**src/rtl/spi_reg_pkg.sv**
```systemverilog
// Shared definitions for the SPI register-access layer: FSM encoding,
// command-byte field positions and default parameter values.
package spi_reg_pkg;

    typedef enum logic [1:0] {
        ST_IDLE = 2'd0,
        ST_CMD  = 2'd1,
        ST_DATA = 2'd2
    } state_e;

    // Command byte layout: {rw, inc, addr[5:0]}
    localparam int CMD_RW  = 7;
    localparam int CMD_INC = 6;

    localparam logic [7:0] DEFAULT_TX_DEF = 8'h5A;
    localparam logic [5:0] RO_ADDR_DEF    = 6'h3F;

    // Even parity of a byte, available for integrity extensions of the bank.
    function automatic logic byte_parity(input logic [7:0] b);
        return ^b;
    endfunction

endpackage

```
**src/rtl/spi_reg_file.sv**
```systemverilog
// Flop-based register array: one synchronous write port, one asynchronous
// read port and a dedicated tap of entry 0. All entries reset to zero.
module spi_reg_file import spi_reg_pkg::*; #(
    parameter int ADDR_W = 6
) (
    input  logic              clk_i,
    input  logic              rst_ni,
    input  logic              we_i,
    input  logic [ADDR_W-1:0] waddr_i,
    input  logic [7:0]        wdata_i,
    input  logic [ADDR_W-1:0] raddr_i,
    output logic [7:0]        rdata_o,
    output logic [7:0]        reg0_o
);

    localparam int DEPTH = 2 ** ADDR_W;

    logic [7:0] mem_q [DEPTH];

    // Storage array: cleared on reset, single write per cycle.
    always_ff @(posedge clk_i or negedge rst_ni) begin
        if (!rst_ni) begin
            for (int i = 0; i < DEPTH; i++) begin
                mem_q[i] <= 8'h00;
            end
        end else if (we_i) begin
            mem_q[waddr_i] <= wdata_i;
        end
    end

    assign rdata_o = mem_q[raddr_i];
    assign reg0_o  = mem_q[0];

endmodule

```
**src/rtl/spi_reg_bank.sv**
```systemverilog
// Byte-level register access behind an SPI slave. A frame carries a command
// byte {rw, inc, addr} followed by data bytes; writes update the register
// file, reads preload tx_data for the slave's next byte slot.
module spi_reg_bank import spi_reg_pkg::*; #(
    parameter int                ADDR_W     = 6,
    parameter logic [7:0]        DEFAULT_TX = DEFAULT_TX_DEF,
    parameter logic [ADDR_W-1:0] RO_ADDR    = RO_ADDR_DEF
) (
    input  logic              clk50m,
    input  logic              rst_n,
    input  logic              frame_start,
    input  logic              frame_end,
    input  logic              rx_valid,
    input  logic [7:0]        rx_data,
    output logic [7:0]        tx_data,
    input  logic [7:0]        status_in,
    output logic              wr_strobe,
    output logic [ADDR_W-1:0] wr_addr,
    output logic [7:0]        wr_data,
    output logic [7:0]        ctrl_out
);

    localparam logic [ADDR_W-1:0] ADDR_ONE = {{(ADDR_W-1){1'b0}}, 1'b1};

    state_e              state_q, state_d;
    logic                rw_q, rw_d;
    logic                inc_q, inc_d;
    logic [ADDR_W-1:0]   addr_q, addr_d;
    logic [7:0]          tx_q, tx_d;
    logic                wr_strobe_q, wr_strobe_d;
    logic [ADDR_W-1:0]   wr_addr_q, wr_addr_d;
    logic [7:0]          wr_data_q, wr_data_d;

    logic                we_s;
    logic [ADDR_W-1:0]   rd_addr_s;
    logic [7:0]          rf_rdata_s;
    logic [7:0]          rd_data_s;
    logic [7:0]          reg0_s;

    spi_reg_file #(
        .ADDR_W (ADDR_W)
    ) u_file (
        .clk_i   (clk50m),
        .rst_ni  (rst_n),
        .we_i    (we_s),
        .waddr_i (addr_q),
        .wdata_i (rx_data),
        .raddr_i (rd_addr_s),
        .rdata_o (rf_rdata_s),
        .reg0_o  (reg0_s)
    );

    // Read address for the tx preload: the freshly received command address,
    // the post-increment address of a burst read, or the held address.
    always_comb begin
        rd_addr_s = addr_q;
        if (state_q == ST_CMD) begin
            rd_addr_s = rx_data[ADDR_W-1:0];
        end else if ((state_q == ST_DATA) && inc_q) begin
            rd_addr_s = addr_q + ADDR_ONE;
        end else begin
            rd_addr_s = addr_q;
        end
    end

    assign rd_data_s = (rd_addr_s == RO_ADDR) ? status_in : rf_rdata_s;

    // Frame FSM next-state, command latch, write commit and tx preload.
    always_comb begin
        state_d     = state_q;
        rw_d        = rw_q;
        inc_d       = inc_q;
        addr_d      = addr_q;
        tx_d        = tx_q;
        wr_strobe_d = 1'b0;
        wr_addr_d   = wr_addr_q;
        wr_data_d   = wr_data_q;
        we_s        = 1'b0;

        if (frame_start) begin
            // A new frame always wins: abort whatever was in flight.
            state_d = ST_CMD;
            tx_d    = DEFAULT_TX;
        end else begin
            case (state_q)
                ST_IDLE: begin
                    state_d = ST_IDLE;
                end
                ST_CMD: begin
                    if (rx_valid) begin
                        rw_d    = rx_data[CMD_RW];
                        inc_d   = rx_data[CMD_INC];
                        addr_d  = rx_data[ADDR_W-1:0];
                        state_d = ST_DATA;
                        if (rx_data[CMD_RW]) begin
                            tx_d = DEFAULT_TX;
                        end else begin
                            tx_d = rd_data_s;
                        end
                    end else begin
                        state_d = ST_CMD;
                    end
                end
                ST_DATA: begin
                    if (rx_valid) begin
                        if (rw_q) begin
                            if (addr_q != RO_ADDR) begin
                                we_s        = 1'b1;
                                wr_strobe_d = 1'b1;
                                wr_addr_d   = addr_q;
                                wr_data_d   = rx_data;
                            end else begin
                                we_s        = 1'b0;
                            end
                            if (inc_q) begin
                                addr_d = addr_q + ADDR_ONE;
                            end else begin
                                addr_d = addr_q;
                            end
                        end else begin
                            // rd_addr_s already points at addr+1 for bursts.
                            if (inc_q) begin
                                addr_d = addr_q + ADDR_ONE;
                            end else begin
                                addr_d = addr_q;
                            end
                            tx_d = rd_data_s;
                        end
                    end else begin
                        state_d = ST_DATA;
                    end
                end
                default: begin
                    state_d = ST_IDLE;
                    tx_d    = DEFAULT_TX;
                end
            endcase

            // End of frame after the coincident byte has been processed.
            if (frame_end) begin
                state_d = ST_IDLE;
                tx_d    = DEFAULT_TX;
            end else begin
                tx_d    = tx_d;
            end
        end
    end

    // Control and output registers.
    always_ff @(posedge clk50m or negedge rst_n) begin
        if (!rst_n) begin
            state_q     <= ST_IDLE;
            rw_q        <= 1'b0;
            inc_q       <= 1'b0;
            addr_q      <= {ADDR_W{1'b0}};
            tx_q        <= DEFAULT_TX;
            wr_strobe_q <= 1'b0;
            wr_addr_q   <= {ADDR_W{1'b0}};
            wr_data_q   <= 8'h00;
        end else begin
            state_q     <= state_d;
            rw_q        <= rw_d;
            inc_q       <= inc_d;
            addr_q      <= addr_d;
            tx_q        <= tx_d;
            wr_strobe_q <= wr_strobe_d;
            wr_addr_q   <= wr_addr_d;
            wr_data_q   <= wr_data_d;
        end
    end

    assign tx_data   = tx_q;
    assign wr_strobe = wr_strobe_q;
    assign wr_addr   = wr_addr_q;
    assign wr_data   = wr_data_q;
    assign ctrl_out  = reg0_s;

endmodule

```
**config.mk**
```make
export PLATFORM = sky130hd
export DESIGN_NAME = spi_reg_bank
export DESIGN_NICKNAME = d
export VERILOG_FILES = /design/src/rtl/spi_reg_pkg.sv /design/src/rtl/spi_reg_file.sv /design/src/rtl/spi_reg_bank.sv
export SDC_FILE = /design/constraint.sdc
export NUM_CORES = 1
export LEC_CHECK = 0
export ABC_AREA = 1
export CORE_ASPECT_RATIO = 1.4
export CORE_MARGIN = 10
export CORE_UTILIZATION = 60
export DETAILED_ROUTE_END_ITERATION = 6
export PLACE_DENSITY = 0.79
export SLEW_MARGIN = 20
export SYNTH_ARGS = -nofsm -noshare
export SYNTH_HDL_FRONTEND = slang
export SYNTH_SLANG_ARGS = --single-unit
```
**constraint.sdc**
```tcl
create_clock -name clk50m -period 3.1 [get_ports clk50m]
set_clock_uncertainty 0.05 [all_clocks]
set_input_delay 0.465 -clock clk50m [delete_from_list [all_inputs] [get_ports clk50m]]
set_output_delay 0.465 -clock clk50m [all_outputs]
set_load 0.005 [all_outputs]
```
==> results.md <==
* Outcome: finished clean
* Leak at 12.9 nW
* Die area at about 52,000 sq um
* Core area at 42,300 sq um
* Synth area leaders: dfrtp_1 (52%), nand2_1 (16%), o21ai_0 (10%), nand3_1 (8.7%), buf_2 (2.4%)
* Cell count along the critical path at 17
* Largest net degree at the start of global routing at 120
* Data required time at the worst endpoint at 3570 ps
* Final WL at just under 80 mm
* Die width at 195 um
* Post-DP Area at roughly 27,000 sq um
* Routed wire per std cell at 20.5 um
* CTS buffer count at between 50 and 60
* Area growth, synth to finish at 11.9%
* Routed vias/inst at roughly 6
* Launch point of the worst reg-to-reg path: state_q[0]
* Setup crit start: state_q[0]
* Vias in the first global route at around 22k
* Number of clock sinks at ~550
* Max H-tree Level at 2
* Remaining global-route overflow at 0
* Total power draw at approximately 17 mW
* Number of max-cap violations at 0
* Slew HR at between 30% and 40%
* CP arrival at around 3500 ps
* Min-Delay Path Depth at 2
* Final net count at about 3.2k
* Final Cycle Share at a little under 100%
* Final WS setup at 95.4 ps
* Ys async rst share at 100%
* Gp weighted congestion at 0.927
* Hold_sp: u_file.mem_q[164]
* Finished Layout Cells at ~3.8k
* Yosys warning count at 0
* Hold_ws at between 400 and 500 ps
* Root Buffer Master: clkbuf_16
* Clk Latency, worst-skew pair at around 590 ps
* Syn_area_per_cell at about 8 sq um
* CP max stage delay at around 380 ps
* Worst slew pin tran at between 900 and 1000 ps
* Sequential area share after synthesis at about 53%
* Starting DRT DRC Count at roughly 3k
* PwrDens at 578 nW/um^2
* Post-route ant nets at 0
* Fraction of layout cells with a size suffix above 1 at around 7.4%
* Final core occ at 68.3%
* DP HPWL at 46.1 mm
* Max-slew violations at 0
* CTS Buffer Depth at 3
* Crit path max fanout at 49
* Gate count of the mapped netlist at around 3.2k
* Cells along the critical path: inv_1, ha_1, nand2_4, nand2_1, nand2_1, nand2_2, nand2_8, buf_16, buf_16, nand2_1, nand3_1, nand3_1, nand3_1, nand3_1, nand3_1, nand3b_1, nand2_1
* Worst hold path type: reg -> reg
* Slowest CP cell: dfrtp_1
* Highest clock rate at 333 MHz
* Top cells by count, synth: nand2_1 (1,094), dfrtp_1 (541), o21ai_0 (534), nand3_1 (451), inv_1 (158)
* Dpl cells at about 3.7k
* Initial antenna violation count at 1
* Maximum VDD drop at ~0.0004 V
* Count of final setup violators at 0
* Flops & latches, synth at 545
* Crit-path leading delay family: simple AND/OR/NAND/NOR gates
* Worst Setup Start Kind: flip-flop
* Remaining DRCs at 0
* Row cnt at 89
* Die Y at 265 um
* FILL cells at 3,292
* Prevailing post-synth register cell: dfrtp_1
* Worst setup EP type: flip-flop
* Clk slew on worst S/H paths at about 70 ps
* Post-synthesis cell type count at 39
* Syn Std Cell Area at about 26,000 sq um
* N_diodes at 0
* Mapped Nets at 3,265
* Final Hold Vio Count at 0
* First-pass GRT wire length at roughly 120 mm
* Post-synth EDFFs at 0
* First drt pass iteration count at 7
* Synth area leader: dfrtp_1
* Port bufs at 51
* Setup TNS at 0 ps
* Via count at approximately 23k
* Minimum clock period at 3000 ps
* Final non-filler cell area at slightly below 30,000 sq um
* CTS tree: yes
* Crit path top cell by count: nand3_1
* CP Buf/Inv Count at 3
* Count leader, synth: nand2_1
* Ports at 52
* Pre-CTS setup slack at ~160 ps
* Critical path class: reg -> reg
* All-Layer GR Usage at 28.9%
* Yosys top cell area share at ~52%
* Initial Utilization at between 60% and 70%
* Worst Reg2Reg Path Length in Cells at 17
==> state kept, by name (all words and copies together), names as in the netlist <==
signal and flops:
addr_q 6, u_file.reg0_o 8, state_q 2, wr_data 8, inc_q 1, rw_q 1
u_file.mem_q 504, tx_data 8, wr_strobe 1, wr_addr 6
==> power breakdown <==
group,total (mW),internal [mW],switching (mW),leakage (nW)
clock network,6.77,4.04,2.73,0.897
logic,2.71,0.760,1.95,4.42
registers,7.22,7.16,0.0575,7.59
==> final cells by class <==
class	count	area [sq um]	area share, %
Clock inverter	20	285	0.987
Inverter	169	653	2.26
Timing Repair Buffer	157	1710	5.93
Clock buffer	74	1550	5.35
Sequential cell	545	13600	47.2
Tap cell	546	683	2.36
Multi-Input combinational cell	2275	10400	35.9
==> worst min-delay path, cell delays in order (launching register included) <==
cell and delay (ps):
dfrtp_1 340, nand2_1 50, o21ai_0 60
==> worst paths after layout <==
kind,to,slack (ps)
min in group asynchronous,u_file.reg0_o[0],450
worst min register to register,u_file.mem_q[164],430
worst min-delay path,u_file.mem_q[164],430
worst max register to register,tx_data[0],100
max in group asynchronous,u_file.mem_q[117],1620
worst max-delay path,tx_data[0],100
==> cell usage in the layout, fill, tap and decap left out, types with 7 or more instances in the layout <==
| cell | synthesis | layout |
|---|---|---|
| a21oi_1 | 23 | 23 |
| buf_12 | 0 | 16 |
| buf_16 | 0 | 7 |
| buf_4 | 14 | 77 |
| bufinv_16 | 0 | 7 |
| clkbuf_1 | 105 | 7 |
| clkbuf_16 | 0 | 56 |
| clkbuf_8 | 0 | 14 |
| clkdlybuf4s50_1 | 0 | 50 |
| clkinv_2 | 1 | 10 |
| dfrtp_1 | 541 | 541 |
| inv_1 | 158 | 150 |
| inv_2 | 7 | 14 |
| nand2_1 | 1094 | 1092 |
| nand2_2 | 10 | 8 |
| nand3_1 | 451 | 451 |
| nand3b_1 | 48 | 48 |
| nand4_1 | 14 | 14 |
| nor2_1 | 22 | 22 |
| o211ai_1 | 30 | 30 |
| o21ai_0 | 534 | 534 |
| o21ai_1 | 20 | 20 |
==> per-layer routing <==
metal / track usage, % / share of wire (%) / wire, um
met2: 45.4 / 46 / 35500
met5: 0 / 0.022 / 17
met4: 14.9 / 5.3 / 4100
met1: 37.8 / 39 / 30200
met3: 5.38 / 9.9 / 7690
==> cells by family after synthesis <==
logic type / synth area share (%)
fa+ha+maj: 0.194
compound gates: 12.3
xor+xnor: 0.0339
flops: 52.8
simple gates: 27.5
buf+inv: 7.12
==> what timing repair did <==
action | in CTS | in global routing
gates resized for setup | 0 | 12
hold endpoints to repair | 67 | 0
hold buffers | 1 | 0
endpoints found under the setup margin | 0 | 8
buffers inserted | 0 | 0
Note: power is estimated with default switching activity, not from simulation.
